**config.mk**
```make
export PLATFORM = sky130hd
export DESIGN_NAME = round_robin_pop
export DESIGN_NICKNAME = d
export VERILOG_FILES = /design/src/rtl/round_robin_pop_pkg.sv /design/src/rtl/rr_next_idx.sv /design/src/rtl/round_robin_pop.sv
export SDC_FILE = /design/constraint.sdc
export NUM_CORES = 1
export LEC_CHECK = 0
export ABC_AREA = 1
export CORE_UTILIZATION = 42
export DETAILED_ROUTE_END_ITERATION = 6
export GPL_ROUTABILITY_DRIVEN = 0
export GPL_TIMING_DRIVEN = 0
export HOLD_SLACK_MARGIN = 0.1
export PLACE_DENSITY_LB_ADDON = 0.05
export SYNTH_ARGS = -nofsm -noshare
export SYNTH_HDL_FRONTEND = slang
export SYNTH_HIERARCHICAL = 1
export SYNTH_SLANG_ARGS = --single-unit
```
**constraint.sdc**
```tcl
create_clock -name clk -period 2.1 [get_ports clk]
set_input_delay 0.315 -clock clk [delete_from_list [all_inputs] [get_ports clk]]
set_output_delay 0.315 -clock clk [all_outputs]
set_load 0.05 [all_outputs]
```
**src/rtl/round_robin_pop_pkg.sv**
```systemverilog
// Shared constants and helpers for the round-robin FIFO pop arbiter.
// The data width, FIFO count and index width are fixed for this design.
package round_robin_pop_pkg;

  localparam int DATA_W   = 6;
  localparam int NUM_FIFO = 4;
  localparam int IDX_W    = $clog2(NUM_FIFO);

  typedef logic [IDX_W-1:0] idx_t;

  function automatic logic [NUM_FIFO-1:0] onehot(input idx_t idx);
    logic [NUM_FIFO-1:0] vec;
    vec      = '0;
    vec[idx] = 1'b1;
    return vec;
  endfunction

endpackage

```
**src/rtl/rr_next_idx.sv**
```systemverilog
// Combinational round-robin scan: finds the first non-empty FIFO after
// last_served, wrapping around, and reports whether any FIFO is ready.
module rr_next_idx
  import round_robin_pop_pkg::*;
(
  input  logic [NUM_FIFO-1:0] fifo_empty,
  input  idx_t                last_served,
  output idx_t                next_idx,
  output logic                any_ready
);

  idx_t cand;

  always_comb begin
    // NOTE: every output gets a default before the loop so no latch is inferred.
    next_idx  = last_served;
    any_ready = 1'b0;
    cand      = '0;
    // NUM_FIFO is a power of two, so index wrap-around is plain truncation.
    for (int k = 1; k <= NUM_FIFO; k++) begin
      cand = last_served + IDX_W'(k);
      if (!any_ready && !fifo_empty[cand]) begin
        next_idx  = cand;
        any_ready = 1'b1;
      end
    end
  end

endmodule

```
**src/rtl/round_robin_pop.sv**
```systemverilog
// Pops N upstream FIFOs in round-robin order and forwards each word to a
// downstream FIFO two cycles later, with pause flow control and error checks.
module round_robin_pop
  import round_robin_pop_pkg::*;
#(
  parameter int DW = DATA_W,
  parameter int N  = NUM_FIFO
) (
  input  logic            clk,
  input  logic            reset,
  input  logic [N-1:0]    fifo_empty,
  input  logic [N*DW-1:0] data_in,
  input  logic [N-1:0]    valid_in,
  input  logic            almost_full_down,
  input  logic            almost_empty_down,
  output logic [N-1:0]    pop,
  output logic            push,
  output logic [DW-1:0]   data_out,
  output logic            paused,
  output logic            error_out
);

  idx_t         last_served;
  idx_t         next_idx;
  idx_t         flight_idx;
  logic         any_ready;
  logic         flight_valid;
  logic         pop_fire;
  logic         take;
  logic [N-1:0] expected;

  rr_next_idx u_next_idx (
    .fifo_empty (fifo_empty),
    .last_served(last_served),
    .next_idx   (next_idx),
    .any_ready  (any_ready)
  );

  // Pop is issued combinationally so the upstream FIFO sees it on this edge.
  assign pop_fire = any_ready && !paused && !reset;
  assign pop      = pop_fire ? onehot(next_idx) : '0;

  // The only valid_in pattern allowed this cycle follows from last cycle's pop.
  assign expected = flight_valid ? onehot(flight_idx) : '0;
  assign take     = flight_valid && valid_in[flight_idx];

  always_ff @(posedge clk) begin
    // NOTE: sequential state uses non-blocking assignments so every register
    // samples the pre-edge values regardless of statement order.
    if (reset) begin
      last_served  <= IDX_W'(N - 1);
      flight_valid <= 1'b0;
      flight_idx   <= '0;
      push         <= 1'b0;
      data_out     <= '0;
      paused       <= 1'b0;
      error_out    <= 1'b0;
    end else begin
      if (pop_fire) begin
        last_served <= next_idx;
      end
      flight_valid <= pop_fire;
      flight_idx   <= next_idx;
      push         <= take;
      if (take) begin
        data_out <= data_in[flight_idx*DW +: DW];
      end
      error_out <= (valid_in != expected);
      // Pause request has priority over release.
      if (almost_full_down) begin
        paused <= 1'b1;
      end else if (almost_empty_down) begin
        paused <= 1'b0;
      end
    end
  end

endmodule

```
-- Yosys cells after proc, flatten, opt, wreduce, memory -nomap -nowiden
Index checks and enable logic that the tools add are counted.
W data, S select, Z words.
- multiply operators: 1
- add/sub/neg operators: 3
- $lt $le $gt $ge: 8
- equality and inequality tests: 1
- mux-type cells: 26
- reductions and logical operators: 16
- shift operators: 1
- operators with widths (cell ; count):
    $shiftx A24 B6 Y6 ; 1
    $lt A2 B3 Y1 const B ; 6
    $mux W1 ; 13
    $bmux W1 S2 ; 5
    $logic_and A1 B1 Y1 ; 8
    $mux W2 ; 4
    $mux W4 ; 2
    $logic_not A1 Y1 ; 7
    $add A2 B2 Y2 const B ; 2
    $demux W1 S2 ; 2
    $ge A2 B1 Y1 const B ; 2
    $mul A2 B2 Y4 const B ; 1
    $ne A4 B4 Y1 ; 1
    $add A2 B1 Y2 const B ; 1
    $reduce_bool A2 Y1 ; 1
- word-level logic and storage cells: 63
- input port bits: 36
- bits in registers: 14

-- Logic depth before layout (Yosys ltp)
Gate-level depths: netlist of run 1.
- word-level depth: 17
- gate-level depth with buffers: 16
- depth with buffers taken out: 15

-- By module
Netlist of run 1, hierarchy kept.
- modules (own cells, without submodules) (module ; times used ; cells each ; area an instance (um2)):
    round_robin_pop ; 1 ; 146 ; 877.1
    rr_next_idx ; 1 ; 52 ; 259.0

-- Least setup slack after synthesis of run 1
No wires, ideal clock.
- path kind: flip-flop to output port
- from: register last_served[0]
- to: output port pop[2]
- stages on the path, launching flop included: 14
- setup slack: -422 ps
- arrival: 2207 ps
- cell sequence: dfxtp_1 > buf_6 > inv_6 > nand2_2 > nand2_1 > nand2_4 > nand2_4 > nand2_4 > inv_2 > nand4_1 > nand2_1 > nor2_1 > inv_1 > nor3_1
- elaborated cells on any way between the ends: 35
- those cells by class: add/sub (3); order compare (2); mux (19); reduce/logical (11)
- RTL lines (element ; line ; RTL):
    start, declared ; round_robin_pop.sv:23 ; idx_t last_served;
    start signal, assigned ; round_robin_pop.sv:51 ; last_served <= IDX_W'(N - 1);
    start signal, assigned ; round_robin_pop.sv:60 ; last_served <= next_idx;
    $add A2 B2 Y2 ; rr_next_idx.sv:21 ; cand = last_served + IDX_W'(k);
    $bmux W1 S2 ; rr_next_idx.sv:22 ; if (!any_ready && !fifo_empty[cand]) begin
    $mux W1 (not written as such) ; rr_next_idx.sv:22 ;
    $logic_not A1 Y1 ; rr_next_idx.sv:22 ;
    $logic_and A1 B1 Y1 ; rr_next_idx.sv:22 ;
    $mux W1 ; rr_next_idx.sv:22 ;
    $logic_not A1 Y1 ; rr_next_idx.sv:22 ;
    $logic_and A1 B1 Y1 ; rr_next_idx.sv:22 ;
    $mux W1 ; rr_next_idx.sv:22 ;
    $logic_not A1 Y1 ; rr_next_idx.sv:22 ;
    $logic_and A1 B1 Y1 ; rr_next_idx.sv:22 ;
    $mux W1 (*) ; rr_next_idx.sv:22 ;
    via any_ready ; round_robin_pop.sv:26 ; logic any_ready;
    $logic_and A1 B1 Y1 (*) (2 in series) ; round_robin_pop.sv:40 ; assign pop_fire = any_ready && !paused && !reset;
    $mux W4 (*) ; round_robin_pop.sv:41 ; assign pop = pop_fire ? onehot(next_idx) : '0;
    end, declared ; round_robin_pop.sv:16 ; output logic [N-1:0] pop,
The timed path passes the listed nets; every way through them passes the cells marked *. The select of a mux whose other input is x is not followed.

-- Worst setup path in the final report of run 1
- from: register last_served[1]
- to: output port pop[3]
- cells in the longest elaborated chain, start to end: 17
- elaborated cells on any way between the ends: 35
- those cells by class: add/sub (3); order compare (2); mux (19); reduce/logical (11)
- ends and longest elaborated chain (element ; line ; RTL):
    $add A2 B2 Y2 ; rr_next_idx.sv:21 ;
    $bmux W1 S2 ; rr_next_idx.sv:22 ;
    $mux W1 (not written as such) ; rr_next_idx.sv:22 ;
    $logic_not A1 Y1 ; rr_next_idx.sv:22 ;
    $logic_and A1 B1 Y1 ; rr_next_idx.sv:22 ;
    $mux W1 ; rr_next_idx.sv:22 ;
    $logic_not A1 Y1 ; rr_next_idx.sv:22 ;
    $logic_and A1 B1 Y1 ; rr_next_idx.sv:22 ;
    (+2 left out) ; -- ;
    $logic_and A1 B1 Y1 ; rr_next_idx.sv:22 ;
    $mux W2 (*) ; rr_next_idx.sv:22 ;
    via next_idx[0] ; round_robin_pop.sv:24 ; idx_t next_idx;
    $lt A2 B3 Y1 (not written as such) / $ge A2 B1 Y1 (equally long branches) ; round_robin_pop_pkg.sv:14 ; vec[idx] = 1'b1;
    $logic_and A1 B1 Y1 (not written as such) ; round_robin_pop_pkg.sv:14 ;
    $mux W1 (not written as such) ; round_robin_pop_pkg.sv:14 ;
    $demux W1 S2 (*) ; round_robin_pop_pkg.sv:14 ;
    $mux W4 (*) ; round_robin_pop.sv:41 ;
Marks and branches as above.

==> impl_metrics.ini, run 1 <==
[floorplan]
die_x_um = 54.0
die_h_um = 54.0
initial_utilization_pct = 45.0
dieArea_um2 = 2920
placementRows = 18
io_pins = 49
fp.coreArea_um2 = 2520

[cells_and_area]
antenna-diode-count = 0
nNetsFinal = 293
syn2layout_area_growth_pct = 61.8
utilization_pct = 72.9
drive_gt1_share_pct = 25.4
fillers = 218

[run_status]
violations = negative setup slack
outcome = finished with violations

[worst_hold_path]
hold_depth = 2
hold_path_class = input pin to register

[clock_tree]
cts_made_buffers = 3
cts_buffer_depth = 2
cts.hold.buffers_added = 0
cts.sinks = 14
cts_tree = done
htree_levels = 1
path_clk_slew_ns = 0.08
insertion_delay_ns = 0.27
clock-root-buffer = clkbuf_4

[setup_path]
cp_slowest_cell = dfxtp_4
cp_top_family = simple AND/OR/NAND/NOR gates
reg2reg_depth = 13
end_kind = output port
cp_num_cells = 12
worstPathRequired_ns = 1.78
crit_chain = inv_4, nand2_1, nand2_4, nand3_2, nand2_2, nand3_4, o21ai_2, inv_1, nor2_2, nand2_2, nor2_2, buf_6
cp.arrival_ns = 1.91
path_class = register to output port
max_stage_delay_ns = 0.39
cp_max_fo = 7
cp-start-kind = register
path_buf_inv = 3

[route]
dr.pass1.iters = 4
vias_per_cell = 4.85
route.vias.total = 1388
post_drt_wl_per_cell_um = 10.4
routed_wl_um = 2960
antenna_left = 0
drc_errors = 0
drt_iter0_drc = 25

[placement]
dp_hpwl_um = 2130
dp_slack_ns = -0.894
portBuffers = 47

[synth]
yosysWarnings = 6
synth_seq_area_share_pct = 24.7
synthesis.area_um2 = 1140
ys_types = 21
ys_seq_elements = 14
syn_avg_cell_area_um2 = 5.74
synth_top_cell_by_area = dfxtp_1
yosys.area.top_type_share_pct = 24.7
yosys-top-cells-area = dfxtp_1 (25%), nand2_1 (22%), nand3_1 (16%)
syn_inst = 198
syn_nets = 234

[timing]
slew_headroom_pct = 67.0
skew_ns = 0.00210
setup-violations-final = 4
min_period_over_period_pct = 106
grt_setup_unrepaired = yes
fin_tns_setup_ns = -0.380
hold_viol = 0
fmax_mhz = 450
worstMarginPinSlew_ns = 0.493
layout_setup_ws_ns = -0.123
fin_hold_ws_ns = 0.400
layout_min_cycle_time_ns = 2.22
drv_slew = 0

[global_route]
antenna_found_initial = 0
overflow = 0
grt_pass1_vias = 1213
grt_pass1_wl_um = 4670
grt_max_degree = 11
grt.total_usage_pct = 21.7

[power]
p_per_area_nw_per_um2 = 1220
p_leak_uw = 0.000923
irDropWorstVdd_mv = 1.20

[flow_run]
drv_cap = 0
## power by group
part	switching, µW	leakage [µW]	internal [µW]
Clock	82.4	0.0000210	105
Combinational	1020	0.000786	619
Sequential	68.7	0.000116	344
Total	1170	0.000923	1070
## worst reg2reg max path: stages, from the launching register on
cell	delay, ns
dfxtp_4	0.39
inv_4	0.09
nand2_1	0.08
nand2_4	0.09
nand3_2	0.08
nand2_2	0.10
nand3_4	0.08
nand2_1	0.08
o21ai_2	0.06
inv_1	0.06
nor2_2	0.05
buf_4	0.15
buf_4	0.12
buf_4	0.12
## cell type report
cell class	count	area [µm²]	share of cell area [%]
sequential	14	288	15.7
inverter	21	91.3	4.97
timing repair buffer	55	538	29.3
buffer	8	50.0	2.72
clock buffer	4	36.3	1.97
multi-input combinational	154	797	43.4
tap	30	37.5	2.04
## per-layer routing
layer,share of wire (%),GRT usage (%),vias to the layer above,wire length (µm)
li1,-,-,743,-
met1,44,23.0,605,1300
met2,49,42.2,36,1460
met3,5.7,5.93,4,169
met4,0.94,3.85,0,28
met5,0,0,-,0
## cell usage after synthesis
| library cell | number |
|---|---|
| nand3_2 | 3 |
| inv_2 | 3 |
| nor3_1 | 1 |
| o31ai_1 | 1 |
| o21ai_1 | 1 |
| inv_4 | 1 |
| inv_1 | 16 |
| buf_2 | 4 |
| a21oi_1 | 7 |
| nor2_2 | 1 |
| inv_6 | 1 |
| nand2_2 | 6 |
| nand4_1 | 3 |
| dfxtp_1 | 14 |
| or2_2 | 1 |
| nand3_1 | 37 |
| nor2_1 | 24 |
| nand2_4 | 3 |
| nand2_1 | 66 |
| clkbuf_1 | 2 |
| buf_6 | 3 |
## placed cells by master, fill, tap and decap left out, types with 3 or more instances in the layout
master and n:
nand2_1 55, nand3_1 33, nand2_2 14, nor2_2 5
nand4_1 3, inv_1 15, a21oi_1 7, clkbuf_4 3
inv_2 3, buf_6 6, buf_4 8, dfxtp_1 12
nand2_4 6, nand3_2 6, clkdlybuf4s50_1 39, buf_2 4
nor2_1 20
## metrics by stage
step | area, µm² | total power, µW | cells
finish | 1840 | 2240 | 286
CTS | 1810 | 2180 | 287
global route | 1840 | 2420 | 286
global placement | 1650 | 1800 | 275
floorplan | 1140 | 1460 | 198
detailed placement | 1650 | 1800 | 275
## state kept, by name (all words and copies together) (netlist names)
register,count
data_out,6
flight_valid,1
push,1
paused,1
last_served,2
error_out,1
flight_idx,2
## logic make-up after synthesis
group,count (synthesis),share of synthesized area [%]
DFF,14,24.7
buffers and inverters,30,13.0
and+or+nand+nor,145,58.2
AOI/OAI and AO/OA,9,4.18
## timing repair
action	4_1_cts	5_1_grt
pin swaps	12	7
endpoints found under the setup margin	4	4
setup buffers	8	0
gates resized for setup	48	15
## worst paths after layout
check,slack [ns],startpoint,end
min,0.40,reset,push$_SDFF_PP0_
max,-0.12,last_served[1]$_SDFFE_PP1P_,pop[3]
min reg2reg,0.48,data_out[4]$_SDFFE_PP0P_,data_out[4]$_SDFFE_PP0P_
max reg2reg,0.45,last_served[1]$_SDFFE_PP1P_,flight_idx[0]$_SDFF_PP0_
No activity file was read; power rests on OpenSTA's default activity.
==> inputs of run 2 (changes only) <==
--- a/config.mk
+++ b/config.mk
@@ -7,6 +7,7 @@
 export LEC_CHECK = 0
 export ABC_AREA = 1
 export CORE_UTILIZATION = 42
+export CTS_CLUSTER_SIZE = 8
 export DETAILED_ROUTE_END_ITERATION = 6
 export GPL_ROUTABILITY_DRIVEN = 0
 export GPL_TIMING_DRIVEN = 0
==> results of run 2 <==
No change in the layout: final DEF, timing and power equal those of run 1.
